### src/rtl/uart_rx.sv
// Purpose: 8N1 UART receiver; oversampled start validation, mid-bit sampling, byte held for host read.
// Latency: rxd -> rxd_s 2 clk; status pulses on the stop-sample tick (OVERSAMPLE/2 + 9*OVERSAMPLE ticks after start seen).
// Backpressure: none on the line; an unread byte is overwritten by the next good frame and flagged by overrun.
module uart_rx #(
    parameter int OVERSAMPLE = 16
) (
    input  logic        clk,
    input  logic        reset,
    input  logic        enable,
    input  logic        rxd,
    input  logic        rd,
    output logic [31:0] data_out,
    output logic        rx_ready,
    output logic        valid,
    output logic        frame_err,
    output logic        overrun,
    output logic        busy
);

    // Tick counts at which the start bit (half period) and each full bit are sampled.
    localparam logic [3:0] HALF_LAST = 4'(OVERSAMPLE / 2 - 1);
    localparam logic [3:0] FULL_LAST = 4'(OVERSAMPLE - 1);

    typedef enum logic [2:0] {
        IDLE  = 3'd0,
        START = 3'd1,
        DATA  = 3'd2,
        STOP  = 3'd3,
        BREAK = 3'd4
    } state_t;

    state_t     state, state_nxt;
    logic       rxd_m, rxd_s;
    logic [3:0] tick_cnt, tick_nxt;
    logic [2:0] bit_cnt, bit_nxt;
    logic [7:0] shift, shift_nxt;
    logic       good_done;
    logic       bad_done;

    // Two-flop synchronizer; resets to the idle (high) line level.
    always_ff @(posedge clk or negedge reset) begin
        if (!reset) begin
            rxd_m <= 1'b1;
            rxd_s <= 1'b1;
        end else begin
            rxd_m <= rxd;
            rxd_s <= rxd_m;
        end
    end

    // FSM state and datapath counters.
    always_ff @(posedge clk or negedge reset) begin
        if (!reset) begin
            state    <= IDLE;
            tick_cnt <= 4'd0;
            bit_cnt  <= 3'd0;
            shift    <= 8'd0;
        end else begin
            state    <= state_nxt;
            tick_cnt <= tick_nxt;
            bit_cnt  <= bit_nxt;
            shift    <= shift_nxt;
        end
    end

    // Next-state logic; everything advances only on oversample ticks.
    always_comb begin
        state_nxt = state;
        tick_nxt  = tick_cnt;
        bit_nxt   = bit_cnt;
        shift_nxt = shift;
        good_done = 1'b0;
        bad_done  = 1'b0;
        if (enable) begin
            case (state)
                IDLE: begin
                    if (!rxd_s) begin
                        state_nxt = START;
                        tick_nxt  = 4'd0;
                    end
                end
                START: begin
                    if (tick_cnt != HALF_LAST) begin
                        tick_nxt = tick_cnt + 4'd1;
                    end else if (!rxd_s) begin
                        state_nxt = DATA;
                        tick_nxt  = 4'd0;
                        bit_nxt   = 3'd0;
                    end else begin
                        // Line went back high before mid-start: treat as noise.
                        state_nxt = IDLE;
                    end
                end
                DATA: begin
                    if (tick_cnt != FULL_LAST) begin
                        tick_nxt = tick_cnt + 4'd1;
                    end else begin
                        shift_nxt = {rxd_s, shift[7:1]};
                        tick_nxt  = 4'd0;
                        if (bit_cnt == 3'd7) begin
                            state_nxt = STOP;
                        end else begin
                            bit_nxt = bit_cnt + 3'd1;
                        end
                    end
                end
                STOP: begin
                    if (tick_cnt != FULL_LAST) begin
                        tick_nxt = tick_cnt + 4'd1;
                    end else if (rxd_s) begin
                        // Leave at mid-stop so a back-to-back start edge is not missed.
                        good_done = 1'b1;
                        state_nxt = IDLE;
                    end else begin
                        bad_done  = 1'b1;
                        state_nxt = BREAK;
                    end
                end
                BREAK: begin
                    // Wait out a held-low line so it reports only one framing error.
                    if (rxd_s) begin
                        state_nxt = IDLE;
                    end
                end
                default: begin
                    state_nxt = IDLE;
                end
            endcase
        end
    end

    // Registered host-side outputs; status pulses last exactly one clk.
    always_ff @(posedge clk or negedge reset) begin
        if (!reset) begin
            data_out  <= 32'd0;
            rx_ready  <= 1'b0;
            valid     <= 1'b0;
            frame_err <= 1'b0;
            overrun   <= 1'b0;
        end else begin
            valid     <= good_done;
            frame_err <= bad_done;
            overrun   <= good_done && rx_ready && !rd;
            if (good_done) begin
                data_out <= {24'd0, shift};
                rx_ready <= 1'b1;
            end else if (rd) begin
                rx_ready <= 1'b0;
            end
        end
    end

    assign busy = (state != IDLE);

endmodule

### config.mk
export PLATFORM = sky130hd
export DESIGN_NAME = uart_rx
export DESIGN_NICKNAME = d
export VERILOG_FILES = /design/src/rtl/uart_rx.sv
export SDC_FILE = /design/constraint.sdc
export NUM_CORES = 1
export LEC_CHECK = 0
export ABC_AREA = 1
export CAP_MARGIN = 20
export CORE_MARGIN = 8
export CORE_UTILIZATION = 53
export CTS_BUF_LIST = sky130_fd_sc_hd__clkbuf_16
export CTS_CLUSTER_DIAMETER = 150
export DETAILED_ROUTE_END_ITERATION = 10
export GPL_ROUTABILITY_DRIVEN = 0
export PLACE_DENSITY = 0.86
export SKIP_LAST_GASP = 1
export SLEW_MARGIN = 20
export SYNTH_ARGS = -nofsm -noshare
export SYNTH_HDL_FRONTEND = slang
export SYNTH_SLANG_ARGS = --single-unit
### constraint.sdc
create_clock -name clk -period 4.4 [get_ports clk]
set_clock_uncertainty 0.05 [all_clocks]
set_input_delay 0.88 -clock clk [delete_from_list [all_inputs] [get_ports clk]]
set_output_delay 0.88 -clock clk [all_outputs]
set_load 0.03 [all_outputs]
== After elaboration in Yosys (flattened, before gate mapping) ==
Index checks and enable logic that the tools add are counted.
W data, S select, Z words.

* Equal/unequal tests: 16
* Multiplexer cells: 29
* $add $sub $neg: 2
* Bitwise operators: 1
* Reductions and logical operators: 12

{| class="wikitable"
|+ Operator list
! operator !! count
|-
| $mux W3 || 11
|-
| $ne A2 B2 Y1 const B || 9
|-
| $mux W4 || 4
|-
| $pmux W4 S4 || 1
|-
| $pmux W3 S5 || 1
|-
| $mux W1 || 10
|-
| $reduce_and A7 Y1 || 1
|-
| $eq A3 B2 Y1 const B || 2
|-
| $eq A3 B3 Y1 const B || 2
|-
| $pmux W3 S2 || 1
|-
| $reduce_and A3 Y1 || 2
|-
| $reduce_and A6 Y1 || 1
|-
| $add A4 B1 Y4 const B || 1
|-
| $ne A4 B3 Y1 const B || 1
|-
| $ne A4 B4 Y1 const B || 1
|-
| $reduce_bool A2 Y1 || 2
|-
| $reduce_bool A4 Y1 || 1
|-
| $add A3 B1 Y3 const B || 1
|-
| $eq A3 B1 Y1 const B || 1
|-
| $logic_not A3 Y1 || 1
|-
| $reduce_bool A3 Y1 || 1
|-
| $logic_and A1 B1 Y1 || 2
|-
| $mux W2 || 1
|-
| $logic_not A1 Y1 || 1
|-
| $not A1 Y1 || 1
|}

* Word-level logic and storage cells: 71
* Output and inout port bits: 37
* Input bits: 5
* Register bits after elaboration: 32

== Depth between registers and ports, before layout ==
* Depth in word-level cells: 6
* Mapped depth: 10
* Depth with buffers taken out: 10

== Worst setup path after synthesis ==
OpenSTA, ideal clock, no wires.

* Path kind: register -> output
* Start point: reg state[2]
* End point: out busy
* Data required time: 3.470 ns
* Slack: 2.616 ns
* Buffers on the path: 0
* Cell stages (with the launch flop): 3
* Data arrival time: 0.854 ns
* Cell sequence: dfrtp_1 -> nor2_4 -> nand2_1

* Cells in the longest elaborated chain, start to end: 1

{| class="wikitable"
|+ Ends and longest elaborated chain
! what !! line !! text
|-
| from (decl) || 32 || <nowiki>state_t state, state_nxt;</nowiki>
|-
| from (signal assigned) || 59 || <nowiki>state <= state_nxt;</nowiki>
|-
| $reduce_bool A3 Y1 || 153 || <nowiki>assign busy = (state != IDLE);</nowiki>
|-
| to (decl) || 17 || <nowiki>output logic busy</nowiki>
|}

No other way between the ends.

== Final worst setup path ==
Same ends and word-level chain as after synthesis.

==> results.sh <==
export IMPL_outcome="finished, final reports clean"
export IMPL_initial_core_util_pct=53.9
export IMPL_synth_main_ff_cell="dfrtp_1"
export IMPL_yosys_top_cells_count="nand2_1 (55), dfrtp_1 (30), buf_4 (25)"
export IMPL_netSwitchingFraction_pct=35.4
export IMPL_cts_tree="yes"
export IMPL_routed_via_density=4.45
export IMPL_clkLatencyLatePin_ns=0.27
export IMPL_cts_root_buf="clkbuf_16"
export IMPL_clkPwrFrac_pct=32.9
export IMPL_nets=232
export IMPL_end_kind="output port"
export IMPL_die_area_mm2=0.00545
export IMPL_leakagePower_nw=0.998
export IMPL_slowest_stage="clkdlybuf4s50_1"
export IMPL_cts_setup_buffers=0
export IMPL_postCtsHoldBufs=0
export IMPL_core_area_mm2=0.00328
export IMPL_multi_input_area_um2=753
export IMPL_cp_max_fo=7
export IMPL_drv_cap=0
export IMPL_crit_type="reg -> out"
export IMPL_synth_top_cells_by_area="dfrtp_1 (42%), nand2_1 (12%), buf_4 (11%)"
export IMPL_period_needed_ns=2.61
export IMPL_yosysTopAreaCellShare_pct=42.4
export IMPL_finalCritPeriodShare_pct=59.2
export IMPL_grt_util_all_layers_pct=12.3
export IMPL_grt_pass1_vias=1211
export IMPL_grt_start_max_net_pins=33
export IMPL_first_iter_violations=89
export IMPL_cts_resized=0
export IMPL_max_freq_mhz=384
export IMPL_dp_hpwl_um=2240
export IMPL_async_reset_ff_share_pct=100
export IMPL_synth_largest_area_cell="dfrtp_1"
export IMPL_ys_ff_latch=32
export IMPL_vias=1201
export IMPL_fin_setup_tns_ns=0
export IMPL_pwr_share_seq_pct=39.4
export IMPL_p_switching_w=0.000335
export IMPL_hp_class="reg -> reg"
export IMPL_post_drt_wl_per_cell_um=11.1
export IMPL_cp_start_kind="flip-flop"
export IMPL_antenna_left=0
export IMPL_syn_inst=203
export IMPL_powerDensity_mw_per_mm2=470
export IMPL_critPathTopFamily="buffers and inverters"
export IMPL_syn_area_per_cell_um2=8.72
export IMPL_yosys_warnings=0
export IMPL_ir_drop_mv=0.287
export IMPL_synth_cell_types=26
export IMPL_drt_pass1_iterations=4
export IMPL_crit_buf_inv=1
export IMPL_num_io_pins=42
export IMPL_drc=0
export IMPL_path_clk_slew_ns=0.05
export IMPL_antenna_found_initial=0
export IMPL_grt_overflow=0
export IMPL_io_buffers=17
export IMPL_n_fill_cell=288
export IMPL_cts_sinks=32
export IMPL_grt_pass1_wl_um=5110
export IMPL_post_route_cell_area_mm2=0.00201
export IMPL_clock_path_buffers=2
export IMPL_wl_um=3000
export IMPL_cp_cell_sequence="nor2_4 -> nand2_1 -> clkdlybuf4s50_1"
export IMPL_hold_viol_final=0
export IMPL_netlist_area_mm2=0.00177
export IMPL_cts_buffers=5
export IMPL_pwr_share_comb_pct=27.7
export IMPL_yosysMostFrequentCell="nand2_1"
export IMPL_diodes=0
export IMPL_synth_edf_count=0
export IMPL_die_height_um=73.8
export IMPL_hold_ws_ns=0.305
export IMPL_cts_max_level=2
export IMPL_die_x_um=73.8
export IMPL_p_total_w=0.000946
export IMPL_rsz0062_at_grt="false"
export IMPL_arrival_ns=1.68
export IMPL_post_dp_cell_area_mm2=0.00188
export IMPL_area_growth_pct=13.6
export IMPL_rows=21
export IMPL_cp_required_ns=3.47
export IMPL_setup_violations_final=0
export IMPL_slowest_delay_ns=0.60
export IMPL_slew_viol_final=0
export IMPL_drive_gt1_share_pct=17.4
export IMPL_final_util_pct=61.2
export IMPL_regArea_um2=803
export IMPL_ys_seq_area_share_pct=45.4
export IMPL_rrSetupSlack_ns=2.78
export IMPL_internal_power_w=0.000610
==> routing by layer <==
layer / up-vias / track usage, % / share of wire [%]
met4: 0 / 6.65 / 2.3
li1: 626 / - / -
met3: 9 / 5.05 / 8.5
met2: 44 / 18.4 / 44
met5: - / 0 / 0
met1: 522 / 14.6 / 46
==> area by class of cell <==
cell class / count / area share [%]
multi-input combinational: 144 / 37.5
tap: 46 / 2.86
clock inverter: 2 / 0.373
sequential: 32 / 40.0
timing repair buffer: 18 / 8.84
inverter: 23 / 4.29
clock buffer: 5 / 6.22
==> flip-flops by register name, indices dropped and copies added (netlist names) <==
register / count
bit_cnt: 3
data_out: 8
frame_err: 1
overrun: 1
rx_ready: 1
rxd_m: 1
rxd_s: 1
shift: 8
state: 3
tick_cnt: 4
valid: 1
==> worst register-to-register path, cell delays in order, from the launching register on <==
cell,delay (ns)
dfrtp_1,0.39
ha_1,0.21
nand3_2,0.13
nor2_4,0.16
nand3_2,0.32
nand2_1,0.18
o21ai_2,0.06
==> final timing paths <==
| path | depth (start not counted) | end | from |
|---|---|---|---|
| hold reg to reg | 0 | rxd_s | rxd_m |
| hold / removal | 0 | rxd_s | rxd_m |
| min in group asynchronous | 2 | tick_cnt[3] | reset |
| setup reg to reg | 6 | shift[1] | tick_cnt[0] |
| max in group asynchronous | 2 | rxd_s | reset |
| setup / recovery | 3 | busy | state[2] |
==> per-stage QoR <==
step,cells,worst slack [ns]
2_1_floorplan,226,2.62
3_3_place_gp,263,2.04
3_5_place_dp,263,2.03
4_1_cts,270,1.79
5_1_grt,270,1.73
6_report,270,1.79
==> placed cells by master (no fill, tap or decap) <==
cell type / synthesis / final
a21oi_1: 1 / 1
buf_4: 25 / 1
clkbuf_16: 0 / 5
clkdlybuf4s50_1: 0 / 17
clkinv_1: 1 / 3
conb_1: 1 / 24
dfrtp_1: 30 / 30
dfstp_2: 2 / 2
ha_1: 3 / 3
inv_1: 20 / 20
inv_2: 2 / 2
nand2_1: 55 / 55
nand2_2: 3 / 3
nand3_1: 9 / 9
nand3_2: 4 / 4
nand3_4: 1 / 1
nand3b_1: 1 / 1
nand3b_2: 1 / 1
nand4_1: 3 / 3
nor2_1: 16 / 16
nor2_2: 2 / 2
nor2_4: 2 / 2
nor3_2: 1 / 1
o21ai_0: 2 / 2
o21ai_2: 15 / 15
xor2_1: 1 / 1
==> power by group through the flow <==
stage,registers (W),clock network (W),logic (W)
2_1_floorplan,0.000360,0,0.000236
3_3_place_gp,0.000375,0,0.000255
3_5_place_dp,0.000376,0,0.000263
4_1_cts,0.000371,0.000320,0.000265
5_1_grt,0.000378,0.000333,0.000305
6_report,0.000372,0.000311,0.000262
==> cell families (layout without fill, tap and decap cells) <==
family | count (synthesis) | count (layout) | synth area share (%)
AOI/OAI and AO/OA | 18 | 18 | 8.27
xor gates and xnor gates | 1 | 1 | 0.495
adders and majority gates | 3 | 3 | 2.12
buffers and inverters | 50 | 48 | 17.0
DFF | 32 | 32 | 45.4
other | 1 | 24 | 0.212
and+or+nand+nor | 98 | 98 | 26.6
(Power assumes the default switching activity.)
